===== config.mk =====
export PLATFORM = sky130hd
export DESIGN_NAME = seg7_scan_mux
export DESIGN_NICKNAME = d
export VERILOG_FILES = /design/src/rtl/seg7_scan_mux.sv
export SDC_FILE = /design/constraint.sdc
export NUM_CORES = 1
export LEC_CHECK = 0
export BUFFER_PORTS_ARGS = -buffer_cell sky130_fd_sc_hd__buf_4
export CORE_AREA = 2 2 112 114
export DETAILED_ROUTE_END_ITERATION = 7
export DIE_AREA = 0 0 114 116
export PLACE_DENSITY = 0.71
export SLEW_MARGIN = 10
export SYNTH_ARGS = -nofsm -noshare
export SYNTH_HDL_FRONTEND = slang
export SYNTH_SLANG_ARGS = --single-unit

===== constraint.sdc =====
create_clock -name clk -period 2.45 [get_ports clk]
set_input_delay 0.49 -clock clk [delete_from_list [all_inputs] [get_ports clk]]
set_output_delay 0.49 -clock clk [all_outputs]
set_load 0.01 [all_outputs]

===== src/rtl/seg7_scan_mux.sv =====
// Multiplexed N-digit 7-segment scan driver: per-scan frame snapshot, dead-time between digits,
// hex/decimal decode, per-digit blank and blink masks, registered polarity-adjusted pins.
//
// state | meaning
// DEAD  | cnt < BLANK_CYC: every select, segment and dp held inactive (anti-ghosting)
// DRIVE | cnt >= BLANK_CYC: select of digit idx active, segments from the shadow frame
module seg7_scan_mux #(
    parameter int N_DIGITS    = 8,
    parameter int SCAN_DIV    = 65536,
    parameter int BLANK_CYC   = 256,
    parameter int BLINK_DIV   = 2**24,
    parameter int HEX_MODE    = 0,
    parameter int SEG_ACT_LOW = 1,
    parameter int SEL_ACT_LOW = 1
) (
    input  logic                    clk,
    input  logic                    rst_n,
    input  logic                    en,
    input  logic [4*N_DIGITS-1:0]   digits_i,
    input  logic [N_DIGITS-1:0]     dp_i,
    input  logic [N_DIGITS-1:0]     blank_mask_i,
    input  logic [N_DIGITS-1:0]     blink_mask_i,
    input  logic                    blink_en,
    output logic [6:0]              seg_o,
    output logic                    dp_o,
    output logic [N_DIGITS-1:0]     sel_o,
    output logic                    frame_start_o
);

    localparam int CW = $clog2(SCAN_DIV);
    localparam int IW = (N_DIGITS > 1) ? $clog2(N_DIGITS) : 1;
    localparam int BW = $clog2(BLINK_DIV);

    // XOR masks that turn a logical-active 1 into the pin level
    localparam logic [6:0]          SEG_OFF = {7{SEG_ACT_LOW != 0}};
    localparam logic                DP_OFF  = (SEG_ACT_LOW != 0);
    localparam logic [N_DIGITS-1:0] SEL_OFF = {N_DIGITS{SEL_ACT_LOW != 0}};

    logic [CW-1:0]           cnt;
    logic [IW-1:0]           idx;
    logic [BW-1:0]           blink_cnt;
    logic                    blink_ph;
    logic [4*N_DIGITS-1:0]   sh_digits;
    logic [N_DIGITS-1:0]     sh_dp;
    logic [N_DIGITS-1:0]     sh_blank;
    logic [N_DIGITS-1:0]     sh_blink;
    logic                    load;
    logic                    drive;
    logic                    dark;
    logic [3:0]              code;
    logic [6:0]              seg_nx;
    logic                    dp_nx;
    logic [N_DIGITS-1:0]     sel_nx;

    function automatic logic [6:0] decode(input logic [3:0] c);
        logic [6:0] p;
        case (c)
            4'h0:    p = 7'h3f;
            4'h1:    p = 7'h06;
            4'h2:    p = 7'h5b;
            4'h3:    p = 7'h4f;
            4'h4:    p = 7'h66;
            4'h5:    p = 7'h6d;
            4'h6:    p = 7'h7d;
            4'h7:    p = 7'h07;
            4'h8:    p = 7'h7f;
            4'h9:    p = 7'h6f;
            4'ha:    p = (HEX_MODE != 0) ? 7'h77 : 7'h00;
            4'hb:    p = (HEX_MODE != 0) ? 7'h7c : 7'h00;
            4'hc:    p = (HEX_MODE != 0) ? 7'h39 : 7'h00;
            4'hd:    p = (HEX_MODE != 0) ? 7'h5e : 7'h00;
            4'he:    p = (HEX_MODE != 0) ? 7'h79 : 7'h00;
            default: p = (HEX_MODE != 0) ? 7'h71 : 7'h00;
        endcase
        return p;
    endfunction

    always_ff @(posedge clk or negedge rst_n) begin
        if (!rst_n) begin
            cnt <= '0;
            idx <= '0;
        end else if (cnt == CW'(SCAN_DIV - 1)) begin
            cnt <= '0;
            idx <= (idx == IW'(N_DIGITS - 1)) ? '0 : idx + 1'b1;
        end else begin
            cnt <= cnt + 1'b1;
        end
    end

    // Blink phase timer: down-counter, toggles the phase at terminal count
    always_ff @(posedge clk or negedge rst_n) begin
        if (!rst_n) begin
            blink_cnt <= BW'(BLINK_DIV - 1);
            blink_ph  <= 1'b0;
        end else if (blink_cnt == '0) begin
            blink_cnt <= BW'(BLINK_DIV - 1);
            blink_ph  <= ~blink_ph;
        end else begin
            blink_cnt <= blink_cnt - 1'b1;
        end
    end

    assign load = (cnt == '0) && (idx == '0);

    always_ff @(posedge clk or negedge rst_n) begin
        if (!rst_n) begin
            sh_digits     <= '0;
            sh_dp         <= '0;
            sh_blank      <= '0;
            sh_blink      <= '0;
            frame_start_o <= 1'b0;
        end else begin
            frame_start_o <= load;
            if (load) begin
                sh_digits <= digits_i;
                sh_dp     <= dp_i;
                sh_blank  <= blank_mask_i;
                sh_blink  <= blink_mask_i;
            end
        end
    end

    always_comb begin
        drive  = (cnt >= CW'(BLANK_CYC));
        code   = sh_digits[4*idx +: 4];
        dark   = !en || sh_blank[idx] || (blink_en && sh_blink[idx] && blink_ph);
        sel_nx = '0;
        seg_nx = '0;
        dp_nx  = 1'b0;
        if (drive && en) begin
            sel_nx[idx] = 1'b1;
        end
        if (drive && !dark) begin
            seg_nx = decode(code);
            dp_nx  = sh_dp[idx];
        end
    end

    always_ff @(posedge clk or negedge rst_n) begin
        if (!rst_n) begin
            seg_o <= SEG_OFF;
            dp_o  <= DP_OFF;
            sel_o <= SEL_OFF;
        end else begin
            seg_o <= seg_nx ^ SEG_OFF;
            dp_o  <= dp_nx ^ DP_OFF;
            sel_o <= sel_nx ^ SEL_OFF;
        end
    end

endmodule


# After elaboration in Yosys (flattened, before gate mapping)
# Memories as Yosys holds them, arrays and structs flattened.
# Cells that the tools add are included.
# word_totals
input_bits,60
romBits,112
n_memories,1
out_inout_bits,17
wordCells,53
register_bits,117
# memory_table
name,depth,word_bits,read_ports,rd_clocked_by_memory_dff,wr,line,source
(name not given),16,7,1,0,0,57,case (c)
# classes
add_sub_neg,3
eq_ne,2
mux,14
order_cmp,3
shifts,1
reduce_logical,13
bitwise,4
# op_table
cell,count
$shiftx A32 B6 Y4,1
$logic_not A24 Y1,1
$mux W24,1
$sub A24 B1 Y24 const B,1
$add A16 B1 Y16 const B,1
$eq A16 B16 Y1 const B,1
$ge A16 B9 Y1 const B,1
$logic_not A16 Y1,1
$mux W16,1
$bmux W1 S3,3
$mux W8,1
$not A8 Y8,1
$mux W7,1
$not A7 Y7,1
$logic_and A1 B1 Y1,6
$mux W1,5
$lt A3 B4 Y1 const B,1
$add A3 B1 Y3 const B,1
$demux W1 S3,1
$eq A3 B3 Y1 const B,1
$ge A3 B1 Y1 const B,1
$logic_not A3 Y1,1
$mux W3,1
$logic_not A1 Y1,2
other kinds (2),4

# Depth between registers and ports, before layout
# depth
ltp_word,9
mapped_depth,9
depth_no_buf,7

# Least setup slack after synthesis
# OpenSTA, ideal clock, no wires.
# synth_timing
path_type,flip-flop to flip-flop
start,reg idx[0]
end,reg seg_o[6]
stages_incl_launch_ff,10
t_arrival_ns,2.519
t_required_ns,2.366
slack_ns,-0.153
period_less_slack_ns,2.603
cell_sequence,dfrtp_1 > buf_2 > buf_2 > mux4_2 > mux2i_1 > inv_1 > ha_1 > nor3_1 > a21oi_1 > or2_2
# synth_between
elab_chain_cells,9
elab_cells_between_ends,14
cone_classes,1 x shift; 5 x mux; 1 x bitwise; 6 x reduce/logical; 1 x memory
# synth_rtl
item,line,source
"start, declared",40,logic [IW-1:0] idx;
"start signal, assigned",84,idx <= (idx == IW'(N_DIGITS - 1)) ? '0 : idx + 1'b1;
branches (longest 7 deep; another with $mem_v2 Z16 W7),n/a,
$mux W7 (*),133,if (drive && !dark) begin
$not A7 Y7 (no line) (*),n/a,
"end signal, assigned",145,seg_o <= seg_nx ^ SEG_OFF;
"end, declared",24,"output logic [6:0] seg_o,"
# Mark *: on every way between the ends. The select of a mux whose other input is x is not followed.
# A chain may end at the register's enable or synchronous reset.

# Worst setup path after layout
# layout_timing
start,reg blink_cnt[0]
end,reg blink_ph
# layout_between
elab_chain_cells,1
# layout_rtl
item,line,source
"start, declared",41,logic [BW-1:0] blink_cnt;
"start signal, assigned",93,blink_cnt <= BW'(BLINK_DIV - 1);
"start signal, assigned",96,blink_cnt <= BW'(BLINK_DIV - 1);
"start signal, assigned",99,blink_cnt <= blink_cnt - 1'b1;
$logic_not A24 Y1,95,end else if (blink_cnt == '0) begin
"end signal, assigned",97,blink_ph <= ~blink_ph;
"end, declared",42,logic blink_ph;
# Every way passes these cells.

==> flow_summary.json <==
{
  "status": "complete, no violations",
  "drt-total-wl_um": 10900,
  "numCtsBuffers": 17,
  "hold_path_class": "in -> async",
  "synth-async-reset-ratio_pct": 100,
  "layout_common_cells": "buf_4 (89), dfrtp_1 (77), mux2_2 (60), dfstp_2 (40), nand2_1 (37)",
  "viasPerCell": 5.27,
  "p_total_mw": 4.86,
  "die_area_mm2": 0.0132,
  "met2_length_um": 5350,
  "maxCapViolations": 0,
  "wl_met3_um": 598,
  "p_per_area_mw_per_mm2": 716,
  "synth_warnings": 0,
  "drt-met1-wl_um": 4890,
  "die_w_um": 114,
  "areaGrowthSynthToFinish_pct": 27.5,
  "clock-sinks": 117,
  "antenna_left": 0,
  "pre_cts_slack_ns": 0.189,
  "cellLeakagePower_nw": 2.89,
  "fmax_mhz": 435,
  "grt_pass1_vias": 3693,
  "fin_skew_ns": 0.00992,
  "insertion_delay_ns": 0.41,
  "regArea_mm2": 0.00298,
  "worstPathArrival_ns": 2.58,
  "worst_slack_ns": 0.152,
  "synth_edf_count": 0,
  "end_kind": "flip-flop",
  "filler_cell_count": 979,
  "clockBufferDepth": 2,
  "start_util_pct": 44.7,
  "syn_nets": 474,
  "std_cell_rows": 40,
  "antenna_found_initial": 0,
  "syn_inst": 403,
  "fin_hold_ws_ns": 0.132,
  "yosys.area.top_type": "dfrtp_1",
  "layout_commonest_cell": "buf_4",
  "cp-start-kind": "flip-flop",
  "r2r_setup_slack_ns": 0.15,
  "ys.flop_type": "dfrtp_1",
  "track_usage_pct": 18.0,
  "synth.distinct_cells": 44,
  "synthesis.area_mm2": 0.00533,
  "post_cts_buffers": 0,
  "hold_violations": 0,
  "critPathKind": "reg -> reg",
  "cts_resized": 0,
  "postSynthAreaPerCell_um2": 13.2,
  "setup_tns_ns": 0,
  "drt-initial-drc-count": 229,
  "rr_startpoint": "blink_cnt[0]$_DFF_PN1_",
  "avgRoutedWirePerCell_um": 16.6,
  "reg2reg_depth": 7,
  "top_level_ports": 77,
  "p_seq_share_pct": 41.4,
  "cp.required_ns": 2.73,
  "highest_layer": "met4",
  "slew_violations": 0,
  "fin_crit_ns": 2.30,
  "die_h_um": 116,
  "clkPwrFrac_pct": 54.3,
  "grt_pass1_wl_um": 18300,
  "clk_pin_slew_ns": 0.05,
  "dp_hpwl_um": 7620,
  "seq_area_frac_synth_pct": 55.9,
  "cp_max_fo": 13,
  "multi_input_area_mm2": 0.00224,
  "synth_top_area_share_pct": 36.2,
  "period_share_pct": 93.8,
  "routabilityCongestion": 0.828,
  "swShare_pct": 20.6,
  "final_area_mm2": 0.00679,
  "p_sw_mw": 1.00,
  "drc": 0,
  "fp.coreArea_mm2": 0.0119,
  "vias": 3465,
  "portBuffers": 76,
  "ir_drop_uv": 525,
  "synthTopCellsByArea": "dfrtp_1 (36%), dfstp_2 (20%), mux2_2 (13%)",
  "combPwrFrac_pct": 4.3,
  "ys_seq_elements": 117,
  "grt_start_max_net_pins": 56,
  "r2r_end": "blink_ph$_DFFE_PN0P_",
  "rsz0062_at_grt": "false",
  "slew_headroom_pct": 53.6,
  "finalSetupViolCount": 0,
  "grt_overflow": 0,
  "nNetsFinal": 569,
  "worst_slew_pin_slew_ns": 0.696,
  "cts_tree": "yes",
  "cts_hold_buf": 0,
  "dr.pass1.iters": 5,
  "drive_gt1_share_pct": 48.1,
  "htreeDepth": 4,
  "post_dp_cell_area_mm2": 0.00616,
  "internal-power_mw": 3.86,
  "diodes": 0,
  "cts_root_buffer": "clkbuf_16"
}
[metrics by stage]
stage / std cells / utilization (%)
floorplan: 403 / -
global placement: 626 / 51.7
detailed placement: 626 / 51.7
CTS: 658 / 57.0
global route: 658 / 57.0
finish: 658 / 57.0
[cell type report]
type	count	area share, %
flip-flops and latches	117	43.9
multi-input cells	262	32.9
clock buffers	20	6.73
well taps	147	2.71
repair buffers	92	10.7
clock inverters	12	2.60
inverters	8	0.442
[synthesized netlist by cell type, types with 3 or more instances]
master / n
clkbuf_1: 3
dfstp_2: 40
nand2_1: 37
mux4_2: 13
o21ai_0: 7
a21oi_1: 6
xnor2_1: 15
inv_1: 7
and3_1: 5
mux2_2: 60
buf_2: 10
xor2_1: 18
ha_1: 11
nor2_1: 20
mux2i_1: 10
nand3_1: 8
nor2b_1: 3
dfrtp_1: 77
nor4_1: 7
nor3_1: 12
[cells by family after synthesis]
kind of cell | Yosys count | synth area share, %
and+or+nand+nor | 114 | 11.4
AOI/OAI and AO/OA | 21 | 2.44
xor gates and xnor gates | 33 | 5.43
muxes | 83 | 20.1
buffers and inverters | 24 | 2.21
adders and majority gates | 11 | 2.58
DFF | 117 | 55.9
[critical path: stages (launching register included)]
cell,delay [ns]
dfstp_2,0.37
inv_1,0.06
ha_1,0.21
or4b_1,0.52
or2_2,0.42
nor2_4,0.21
nand3b_4,0.20
xnor2_1,0.18
[flip-flops by register name, summed over array words and instances (netlist names)]
signal	cells
blink_cnt	24
blink_ph	1
cnt	16
dp_o	1
frame_start_o	1
idx	3
seg_o	7
sel_o	8
sh_blank	8
sh_blink	8
sh_digits	32
sh_dp	8
[routing by layer]
layer | track usage, % | vias to the layer above
li1 | - | 1614
met1 | 23.6 | 1757
met5 | 0 | -
met4 | 5.12 | 0
met3 | 5.39 | 9
met2 | 29.4 | 85
[worst max path at each step]
stage                           start                         to  slack [ns]
2_1_floorplan      idx[0]$_DFFE_PN0N_         seg_o[6]$_DFF_PN1_       0.005
4_1_cts            idx[0]$_DFFE_PN0N_  sh_digits[14]$_DFFE_PN0P_        0.16
5_1_grt            idx[0]$_DFFE_PN0N_         seg_o[2]$_DFF_PN1_       0.004
3_5_place_dp       idx[0]$_DFFE_PN0N_   sh_digits[7]$_DFFE_PN0P_        0.19
6_report       blink_cnt[0]$_DFF_PN1_       blink_ph$_DFFE_PN0P_        0.15
3_3_place_gp       idx[0]$_DFFE_PN0N_       sh_dp[5]$_DFFE_PN0P_        0.21
[power by group through the flow]
stage	logic (mW)	registers [mW]	clock network (mW)
final	0.209	2.01	2.64
after global routing	0.232	2.02	2.76
after global placement	0.207	2.04	0
after detailed placement	0.213	2.04	0
after CTS	0.215	2.01	2.66
after floorplan	0.0793	2.03	0
Power figures use the tool's default switching activity.
